File: config.mk
export PLATFORM = sky130hd
export DESIGN_NAME = ram_pixel_fetcher
export DESIGN_NICKNAME = d
export VERILOG_FILES = /design/src/rtl/ram_pixel_fetcher.sv
export SDC_FILE = /design/constraint.sdc
export NUM_CORES = 1
export LEC_CHECK = 0
export BUFFER_PORTS_ARGS = -buffer_cell sky130_fd_sc_hd__buf_2
export CELL_PAD_IN_SITES_DETAIL_PLACEMENT = 1
export CELL_PAD_IN_SITES_GLOBAL_PLACEMENT = 2
export CORE_MARGIN = 2
export CORE_UTILIZATION = 30
export DETAILED_ROUTE_END_ITERATION = 6
export MAX_ROUTING_LAYER = met4
export PLACE_DENSITY_LB_ADDON = 0.1
export SLEW_MARGIN = 20
export SYNTH_ARGS = -nofsm -noshare
export SYNTH_HDL_FRONTEND = slang
export SYNTH_SLANG_ARGS = --single-unit
File: constraint.sdc
create_clock -name clk -period 8.85 [get_ports clk]
set_input_delay 1.77 -clock clk [delete_from_list [all_inputs] [get_ports clk]]
set_output_delay 1.77 -clock clk [all_outputs]
set_load 0.03 [all_outputs]
File: src/rtl/ram_pixel_fetcher.sv
// Sequential word fetcher: walks word addresses for a frame and buffers each word in a show-ahead FIFO.
// Optional per-word watchdog enabled by defining FETCH_WATCHDOG_EN.
module ram_pixel_fetcher #(
    parameter int unsigned FIFO_DEPTH     = 16,
    parameter int unsigned TIMEOUT_CYCLES = 4096
) (
    input  logic        clk,
    input  logic        reset_n,
    input  logic        start,
    input  logic [26:0] base_addr,
    input  logic [23:0] frame_words,
    output logic [26:0] read_address,
    input  logic [15:0] read_data_out,
    input  logic        read_data_valid,
    output logic [15:0] pix_data,
    output logic        pix_valid,
    input  logic        pix_ready,
    output logic        busy,
    output logic        done,
    output logic        fetch_timeout
);

    localparam int unsigned PW = $clog2(FIFO_DEPTH);
    localparam int unsigned CW = PW + 1;
    localparam logic [CW-1:0] DEPTH_C = CW'(FIFO_DEPTH);

    typedef enum logic [1:0] {
        IDLE,
        WAIT_LOW,
        WAIT_HIGH,
        STALL
    } state_t;

    state_t         state, state_next;
    logic [23:0]    frame_len;
    logic [23:0]    word_cnt;

    logic [15:0]    mem [FIFO_DEPTH];
    logic [PW-1:0]  wr_ptr, rd_ptr;
    logic [CW-1:0]  fifo_count;
    logic [CW-1:0]  count_after;

    logic           issue;
    logic [26:0]    issue_addr;
    logic           push;
    logic           pop;
    logic           last;
    logic           load;

`ifdef FETCH_WATCHDOG_EN
    localparam int unsigned WW = $clog2(TIMEOUT_CYCLES + 1);
    logic [WW-1:0]  wd_cnt;
    logic           timeout_hit;
`endif

    assign pix_valid   = (fifo_count != '0);
    assign pix_data    = mem[rd_ptr];
    assign pop         = pix_valid & pix_ready;
    assign count_after = fifo_count + CW'(1) - CW'(pop);

    always_comb begin
        state_next = state;
        issue      = 1'b0;
        issue_addr = read_address;
        push       = 1'b0;
        last       = 1'b0;
        load       = 1'b0;
`ifdef FETCH_WATCHDOG_EN
        timeout_hit = 1'b0;
`endif
        case (state)
            IDLE: begin
                if (start) begin
                    load       = 1'b1;
                    issue      = 1'b1;
                    issue_addr = base_addr;
                end
            end
            WAIT_LOW: begin
                if (!read_data_valid) state_next = WAIT_HIGH;
            end
            WAIT_HIGH: begin
                if (read_data_valid) begin
                    push = 1'b1;
                    if (word_cnt + 24'd1 == frame_len) begin
                        last       = 1'b1;
                        state_next = IDLE;
                    end else if (count_after < DEPTH_C) begin
                        issue      = 1'b1;
                        issue_addr = read_address + 27'd1;
                    end else begin
                        state_next = STALL;
                    end
                end
            end
            STALL: begin
                if (fifo_count < DEPTH_C) begin
                    issue      = 1'b1;
                    issue_addr = read_address + 27'd1;
                end
            end
            default: state_next = IDLE;
        endcase

        // An unchanged address never drops valid, so skip the low phase.
        if (issue) state_next = (issue_addr != read_address) ? WAIT_LOW : WAIT_HIGH;

`ifdef FETCH_WATCHDOG_EN
        if ((state == WAIT_LOW || state == WAIT_HIGH) && !push &&
            wd_cnt == WW'(TIMEOUT_CYCLES - 1)) begin
            timeout_hit = 1'b1;
            state_next  = IDLE;
        end
`endif
    end

    always_ff @(posedge clk or negedge reset_n) begin
        if (!reset_n) begin
            state        <= IDLE;
            read_address <= '0;
            frame_len    <= 24'd1;
            word_cnt     <= '0;
            busy         <= 1'b0;
            done         <= 1'b0;
        end else begin
            state <= state_next;
            busy  <= (state_next != IDLE);
            done  <= push & last;
            if (issue) read_address <= issue_addr;
            if (load) begin
                frame_len <= (frame_words == '0) ? 24'd1 : frame_words;
                word_cnt  <= '0;
            end else if (push) begin
                word_cnt <= word_cnt + 24'd1;
            end
        end
    end

    always_ff @(posedge clk or negedge reset_n) begin
        if (!reset_n) begin
            for (int unsigned i = 0; i < FIFO_DEPTH; i++) mem[i] <= '0;
            wr_ptr     <= '0;
            rd_ptr     <= '0;
            fifo_count <= '0;
        end else begin
            if (push) begin
                mem[wr_ptr] <= read_data_out;
                wr_ptr      <= wr_ptr + PW'(1);
            end
            if (pop) rd_ptr <= rd_ptr + PW'(1);
            fifo_count <= fifo_count + CW'(push) - CW'(pop);
        end
    end

`ifdef FETCH_WATCHDOG_EN
    always_ff @(posedge clk or negedge reset_n) begin
        if (!reset_n) begin
            wd_cnt        <= '0;
            fetch_timeout <= 1'b0;
        end else begin
            if (issue)
                wd_cnt <= '0;
            else if (state == WAIT_LOW || state == WAIT_HIGH)
                wd_cnt <= wd_cnt + WW'(1);
            if (load)
                fetch_timeout <= 1'b0;
            else if (timeout_hit)
                fetch_timeout <= 1'b1;
        end
    end
`else
    assign fetch_timeout = 1'b0;
`endif

endmodule

**Word level (Yosys, flattened, before mapping)**

Cells that the tools add are included.

- Output and inout port bits: 47
- Register bits after elaboration: 348

- Bitwise operators: 4
- Add/subtract/negate cells: 8
- Equal/unequal tests: 5
- Reductions and logical operators: 6
- Magnitude comparators: 5
- Muxes and demuxes: 34

Operator list:

| cell | number |
|---|---|
| bitwise mux 256 bit | 1 |
| two-way mux 27 bit | 5 |
| case mux 27 bit (3 select lines) | 1 |
| two-way mux 24 bit | 3 |
| binary-select mux 16 bit (select 4 bit) | 1 |
| demux 16 bit (select 4 bit) | 1 |
| two-way mux 16 bit | 3 |
| adder 27 x 1 -> 27 bit (second input constant) | 1 |
| inequality test 27 bit | 1 |
| adder 24 x 1 -> 24 bit (second input constant) | 1 |
| == test 24 bit | 1 |
| zero test 24 bit | 1 |
| two-way mux 2 bit | 6 |
| two-way mux 1 bit | 11 |
| greater-or-equal comparator 5 bit (second input constant) | 2 |
| < comparator 5 bit (second input constant) | 2 |
| inverter 4 -> 5 bit | 2 |
| subtractor 5 x 1 -> 5 bit | 2 |
| adder 4 x 1 -> 4 bit (second input constant) | 2 |
| adder 5 x 1 -> 5 bit | 1 |
| adder 5 x 1 -> 5 bit (second input constant) | 1 |
| < comparator 5 x 1 -> 1 bit (second input constant) | 1 |
| nonzero test 5 bit | 1 |
| == test 2 bit (second input constant) | 2 |
| 7 further kinds | 9 |

**Depth between registers and ports, before layout**

Gate-level depths: netlist of the first run.

- Depth in word-level cells: 12
- Depth in mapped cells: 17
- Gate-level depth less buffers: 14

**Worst setup path after synthesis of the first run**

No wires, ideal clock.

- Kind: input-to-reg
- From: input port start
- To: register state[0]
- Setup time: 0.129 ns
- Data arrival time: 4.366 ns
- Buffers on the path: 4
- Required time: 8.721 ns
- Stages: 12
- Slack: 4.355 ns
- Path through: clkbuf_1 clkbuf_1 clkbuf_1 buf_2 o21ai_0 a21oi_1 a211oi_1 a2111oi_0 nand4_1 nor4_1 o211ai_1 o41a_1

- Word-level cells in the longest chain between the ends: 5
- Elaborated cells between the ends (all ways): 7
- Classes of those cells: 1 x eq/ne; 6 x mux

Ends and longest elaborated chain:

| item | line | RTL |
|---|---|---|
| from (decl) | 9 | `input logic start,` |
| two-way mux 27 bit | 73 | `if (start) begin` |
| case mux 27 bit (3 select lines) | 71 | `case (state)` |
| inequality test 27 bit | 106 | `if (issue) state_next = (issue_addr != read_address) ? WAIT_LOW : WAIT_HIGH;` |
| two-way mux 2 bit | 106 |  |
| two-way mux 2 bit (*) | 106 |  |
| net state_next[0] | 34 | `state_t state, state_next;` |
| to (signal assigned) | 126 | `state <= state_next;` |
| to (decl) | 34 |  |

Mark *: on every way through the listed nets, which the timed path passes. The rest lies on a longest branch.
A chain may end at the register's enable or synchronous reset.

**Worst setup path in the final report of the first run**

- From: register rd_ptr[0]
- To: output port pix_data[7]

- Word-level cells in the longest chain between the ends: 4

Ends and longest elaborated chain:

| item | line | RTL |
|---|---|---|
| from (decl) | 39 | `logic [PW-1:0] wr_ptr, rd_ptr;` |
| from (signal assigned) | 150 | `if (pop) rd_ptr <= rd_ptr + PW'(1);` |
| inverter 4 -> 5 bit (not written as such) | 57 | `assign pix_data = mem[rd_ptr];` |
| binary-select mux 16 bit (select 4 bit) | 57 |  |
| two-way mux 16 bit (not written as such) (2 in a row) | 57 |  |
| to (decl) | 15 | `output logic [15:0] pix_data,` |

Every way passes these cells. The select of a mux whose other input is x is not followed.

==> reports/results.ini, run 1 <==
[outcome]
status=complete, no violations

[yosys]
ys_ff_latch=348
synth_edf_count=0
synthFlopType=dfrtp_1
syn_nets=1906
syn_area_sq_um=19800
ys_seq_area_frac=0.440
ys_types=84
async_flop_share=1.00
avgSynthCellArea_sq_um=10.9
yosysWarnings=0
synthCells=1814

[die]
rows=94
core_sq_um=65500
die_area_sq_um=68100
ios=119
die_h_microns=261
start_util=0.302
die_x_microns=261

[setup_path]
cp_common_cell=mux4_2
cp_slowest_cell=dfrtp_4
end_kind=primary output
cpPeakStageDelay_ns=1.01
cp-start-kind=flop
critPathKind=reg -> out
worstPathArrival_ns=3.62
required_ns=7.08
timing.critical_path.cells=buf_4 -> mux4_2 -> mux4_2 -> buf_2
crit_fanout=40

[place]
place_inst=2694
io_buffers=117
place_ws_ns=3.67
dp_hpwl_microns=47500
gp_congestion=0.918

[route]
drtAntennaViolNets=0
dr_total_vias=15300
drtPass1Iterations=5
drcViolationCount=0
vias_per_cell=5.53
wirelength_microns=74300
wire_per_inst_microns=26.8
first_iter_violations=956

[clock_tree]
cts.sinks=348
cts_tree=yes
cts-root-buf=clkbuf_16
htree_levels=2
post_cts_resized=0
clk_pin_slew_worst_paths_ns=0.06
worstSkewPairLatency_ns=0.60
clockBufferDepth=3
postCtsHoldBufs=0
cts_buffers=44
post_cts_buffers=0

[finish]
fin_cells=2776
regArea_sq_um=8710
fillCellCount=7152
area_delta_synth_final_pct=15.2
fin_util=0.348
final_nets=1969
drive_gt1_frac=0.314
multi_input_area_sq_um=10400

[sta]
report.final.slew_viol_count=0
max_freq_mhz=185
min_period_over_period=0.609
finalSetupTns_ns=0
fin_crit_ns=5.39
setup_viol=0
rsz0062_at_grt=false
hold_viol_final=0
fin_ws_ns=3.46
finClkSkew_ns=0.0282
slew_headroom=0.264
tightest_slew_ns=1.09

[global_route]
grt_usage=0.226
antenna_found_initial=7
gr-total-overflow=0
grt_max_degree=182
grt_pass1_wl_microns=111000
grt_pass1_vias=16300

[power]
ir_worst_vdd_v=0.000165
p_leak_nw=10.1
p_per_area_nw_per_um2=328

[run]
cap_violations=0

[min_path]
hold_class=reg -> reg

[per-stage QoR]
| step | hold WS, ns | area, sq um | power (mW) |
|---|---|---|---|
| floorplan | 0.464 | 19800 | 4.50 |
| global placement | 0.481 | 21300 | 5.56 |
| detailed placement | 0.488 | 21300 | 5.61 |
| CTS | 0.501 | 22800 | 7.55 |
| global route | 0.507 | 22800 | 7.91 |
| finish | 0.498 | 22800 | 7.47 |
[where the power goes]
group	switching [mW]	internal, mW	total, mW
clock network	0.760	1.12	1.88
registers	0.485	2.04	2.52
logic	1.84	1.23	3.07
total	3.08	4.39	7.47
[synthesized netlist by cell type (all sizes together) (6+ instances only)]
library cell	count	area (sq um)
nor3	40	200
mux2	266	3000
nor2	94	355
a32oi	6	52.6
a2bb2oi	7	67.6
and3	18	113
a21oi	76	380
and4	7	61.3
a211oi	8	60.1
o21ai	90	454
inv	45	169
dfrtp	347	8680
o22ai	18	113
mux2i	13	130
xor2	33	289
or3	10	62.6
xnor2	47	412
nand2b	6	37.5
ha	19	238
or4	8	63.8
clkbuf	114	428
nand3	45	238
buf	31	145
o211ai	7	52.6
o31a	8	70.1
nand4	32	206
nor4	22	144
nand2	183	689
mux4	80	1800
o31ai	9	67.6
a22oi	6	45.0
a31oi	31	194
[critical path: cells and delay by family (launching register included)]
family	cells	cell delay [ns]
muxes	2	1.09
DFF	1	1.01
buffers and inverters	2	0.86
[layout make-up]
type / instances / area share
Sequential cell: 348 / 0.382
Timing Repair Buffer: 162 / 0.0424
Clock inverter: 16 / 0.0116
Clock buffer: 61 / 0.0537
Multi-Input combinational cell: 1274 / 0.455
Tap cell: 864 / 0.0474
Antenna cell: 4 / 0.000439
Inverter: 47 / 0.00773
[cell families after synthesis]
| logic type | Yosys count | synth area share |
|---|---|---|
| simple gates | 486 | 0.117 |
| mux | 359 | 0.249 |
| flops | 348 | 0.440 |
| compound gates | 328 | 0.108 |
| buf+inv | 192 | 0.0378 |
| xor+xnor | 80 | 0.0354 |
| fa+ha+maj | 20 | 0.0130 |
| other cells | 1 | 0.000189 |
[sequential cells by signal, summed over array words and instances (netlist names)]
register,flops
word_cnt,24
frame_len,24
mem,256
rd_ptr,4
fifo_count,5
read_address,27
state,2
done,1
busy,1
wr_ptr,4
[routing by layer]
layer | vias up | share of wire | track usage
met2 | 363 | 0.45 | 0.343
met4 | 0 | 0.029 | 0.0663
met3 | 114 | 0.046 | 0.0346
met5 | - | 0 | -
met1 | 8046 | 0.47 | 0.313
li1 | 6824 | - | -
[layout by cell type, fill, tap and decap left out, types with 6 or more instances in the layout]
master     instances
a22oi_1            6
a2bb2oi_1          6
nor4_1            20
o31ai_1            9
clkbuf_8           6
and4_1             7
or3_1             10
nand4_1           31
nand2b_1           6
o211ai_1           7
buf_2            116
xnor2_1           47
dfrtp_1          345
or4_1              7
xor2_1            33
mux2_2           265
clkbuf_16         44
and3_1            18
nand2_1          181
buf_4             43
o21ai_0           88
nor2_1            91
inv_1             45
a32oi_1            6
mux2i_1           13
o31a_1             8
nor3_1            39
clkbuf_1          11
o22ai_1           18
nand3_1           44
ha_1              19
mux4_2            80
a211oi_1           8
a21oi_1           76
a31oi_1           31
[final timing paths]
| path | cells after the start | slack [ns] | end | startpoint |
|---|---|---|---|---|
| min | 1 | 0.50 | mem[19] | mem[19] |
| max in group asynchronous | 3 | 6.01 | mem[43] | reset_n |
| min reg2reg | 1 | 0.50 | mem[19] | mem[19] |
| min in group asynchronous | 1 | 1.24 | frame_len[14] | reset_n |
| max reg2reg | 12 | 3.98 | state[1] | state[1] |
| max | 4 | 3.46 | pix_data[7] | rd_ptr[0] |
Note: power is estimated with default switching activity, not from simulation.
==> run 2: changes to the inputs <==
Clock period 8.85 ns to 4.45 ns, I/O delays scaled along.
==> reports/results.ini, run 2 (same netlist as run 1, synthesis figures left out) <==
[outcome]
status=complete, no violations

[finish]
layout_commonest_cell=dfrtp_1
final_nets=2036  ; +3.4%
top_regs=mem: 256 flops, read_address: 27 flops
area_delta_synth_final_pct=18.0
largest-register=mem
fillCellCount=7156  ; +0.056%
fin_util=0.357  ; +0.00852
largest_reg_flops=256  ; unchanged
final_cell_mix=345 x dfrtp_1, 265 x mux2_2, 182 x nand2_1, 116 x buf_2, 105 x buf_4
drive_gt1_frac=0.337  ; +0.0221

[power]
p_comb_frac=0.434  ; +0.024
total_power_mw=15.2  ; +100%
ir_worst_vdd_v=0.000307  ; +86%
seq_power_share=0.322  ; -0.016
swShare=0.408  ; -0.00482
p_sw_mw=6.21  ; +100%
clockPowerShare=0.244  ; -0.008
p_per_area_nw_per_um2=653  ; +99%
p_leak_nw=10.4  ; +3.6%
power.internal_mw=9.03  ; +110%

[place]
io_buffers=117  ; unchanged
dp_hpwl_microns=52000  ; +9.6%
gp_congestion=0.957  ; +4.2%

[route]
wirelength_microns=76400  ; +2.9%
first_iter_violations=1133  ; +19%
dr_total_vias=15800  ; +2.6%
drtPass1Iterations=5  ; unchanged
vias_per_cell=5.54  ; +0.18%
drtAntennaViolNets=0  ; unchanged
wire_per_inst_microns=26.9  ; +0.43%
drcViolationCount=0  ; unchanged

[clock_tree]
clk_pin_slew_worst_paths_ns=0.06  ; about the same
cts_buffers=44  ; unchanged
postCtsHoldBufs=0  ; unchanged
clockBufferDepth=3  ; unchanged
worstSkewPairLatency_ns=0.58  ; -0.02 ns
cts-root-buf=clkbuf_16
cts.sinks=348  ; unchanged
post_cts_buffers=0  ; unchanged
cts_tree=yes
post_cts_resized=0  ; unchanged
htree_levels=2  ; unchanged

[sta]
finalSetupTns_ns=0  ; unchanged
fin_crit_ns=4.09
report.final.slew_viol_count=0  ; unchanged
tightest_slew_ns=0.938  ; -0.156 ns
whs_ns=0.298  ; -0.199 ns
setup_viol=0  ; unchanged
slew_headroom=0.374  ; +0.110
hold_viol_final=0  ; unchanged
finClkSkew_ns=0.0206  ; -0.00761 ns
min_period_over_period=0.918
max_freq_mhz=245
rsz0062_at_grt=false

[die]
start_util=0.302  ; unchanged
die_area_sq_um=68100  ; unchanged
die_x_microns=261  ; unchanged
core_sq_um=65500  ; unchanged
die_h_microns=261  ; unchanged
rows=94  ; unchanged
ios=119  ; unchanged

[setup_path]
reg2reg_depth=11  ; -1
cp-start-kind=flop
cpPeakStageDelay_ns=0.54  ; -0.47 ns
cp_slowest_cell=a2111o_1
crit_fanout=6  ; -85%
critPathKind=reg -> reg
r2r_slack_ns=0.36  ; -3.62 ns
timing.critical_path.cells=ha_1 -> nand4_1 -> nor2_1 -> nand4_1 -> xnor2_1 -> or4_4 -> a2111o_1 -> nand2_1 -> a32o_1 -> xnor2_1 -> o41a_1
required_ns=4.89  ; -2.19 ns
end_kind=flop
worstPathArrival_ns=4.53  ; +0.91 ns

[min_path]
hold_class=in -> async

[global_route]
grt_pass1_wl_microns=115000  ; +3.6%
antenna_found_initial=1  ; -6
grt_max_degree=79  ; -57%
grt_pass1_vias=16700  ; +2.1%
gr-total-overflow=0  ; unchanged
grt_usage=0.233  ; +0.00725

[run]
cap_violations=0  ; unchanged

run 2: cell count changes in the layout (fill, tap and decap cells not counted), moves of 2 or more:
| cell | change |
|---|---|
| buf_12 | +6 |
| diode_2 | -3 |
| clkinv_2 | -2 |
| buf_4 | +62 |
| clkbuf_8 | +6 |
run 2: worst max-delay path, delay by kind of cell, from the launching register on:
kind / cells / cell delay [ns]
simple gates: 5 / 1.70
compound gates: 3 / 1.22
flops: 1 / 0.45
fa+ha+maj: 1 / 0.30
xor+xnor: 2 / 0.28
run 2: power by group through the flow:
stage | clock (mW) | sequential, mW | combinational, mW
3_5_place_dp | 0 | 4.95 | 6.62
5_1_grt | 3.98 | 5.03 | 7.14
3_3_place_gp | 0 | 4.91 | 6.56
6_report | 3.72 | 4.90 | 6.62
4_1_cts | 3.85 | 4.91 | 6.64
2_1_floorplan | 0 | 4.69 | 4.26
run 2: per-layer routing:
| metal | GRT usage | up-vias | wire length [microns] |
|---|---|---|---|
| met5 | - | - | 0 |
| met4 | 0.0527 | 0 | 1530 |
| met3 | 0.0299 | 95 | 2830 |
| met2 | 0.359 | 323 | 34900 |
| met1 | 0.329 | 8385 | 37200 |
| li1 | - | 6949 | - |
run 2: layout make-up:
cell class | count | area, sq um | share of cell area
inverter | 47 | 176 | 0.00755
timing repair buffer | 229 | 1520 | 0.0652
clock inverter | 13 | 203 | 0.00867
multi-input combinational | 1274 | 10400 | 0.443
tap | 864 | 1080 | 0.0463
clock buffer | 68 | 1310 | 0.0561
antenna | 1 | 2.50 | 0.000107
sequential | 348 | 8710 | 0.373
run 2: path summary, 6_finish.rpt:
path | start | to
worst max-delay path | word_cnt[0] | state[0]
worst min-delay path | reset_n | frame_len[12]
worst max register to register | word_cnt[0] | state[0]
worst min register to register | frame_len[16] | frame_len[16]
max in group asynchronous | reset_n | mem[70]
min in group clk | frame_len[16] | frame_len[16]
run 2: stage by stage:
step / instances / setup slack [ns] / area, sq um
2_1_floorplan: 1814 / 0.835 / 19800
3_3_place_gp: 2762 / 0.302 / 21800
3_5_place_dp: 2762 / 0.343 / 21800
4_1_cts: 2843 / 0.361 / 23400
5_1_grt: 2844 / 0.0771 / 23400
6_report: 2844 / 0.364 / 23400
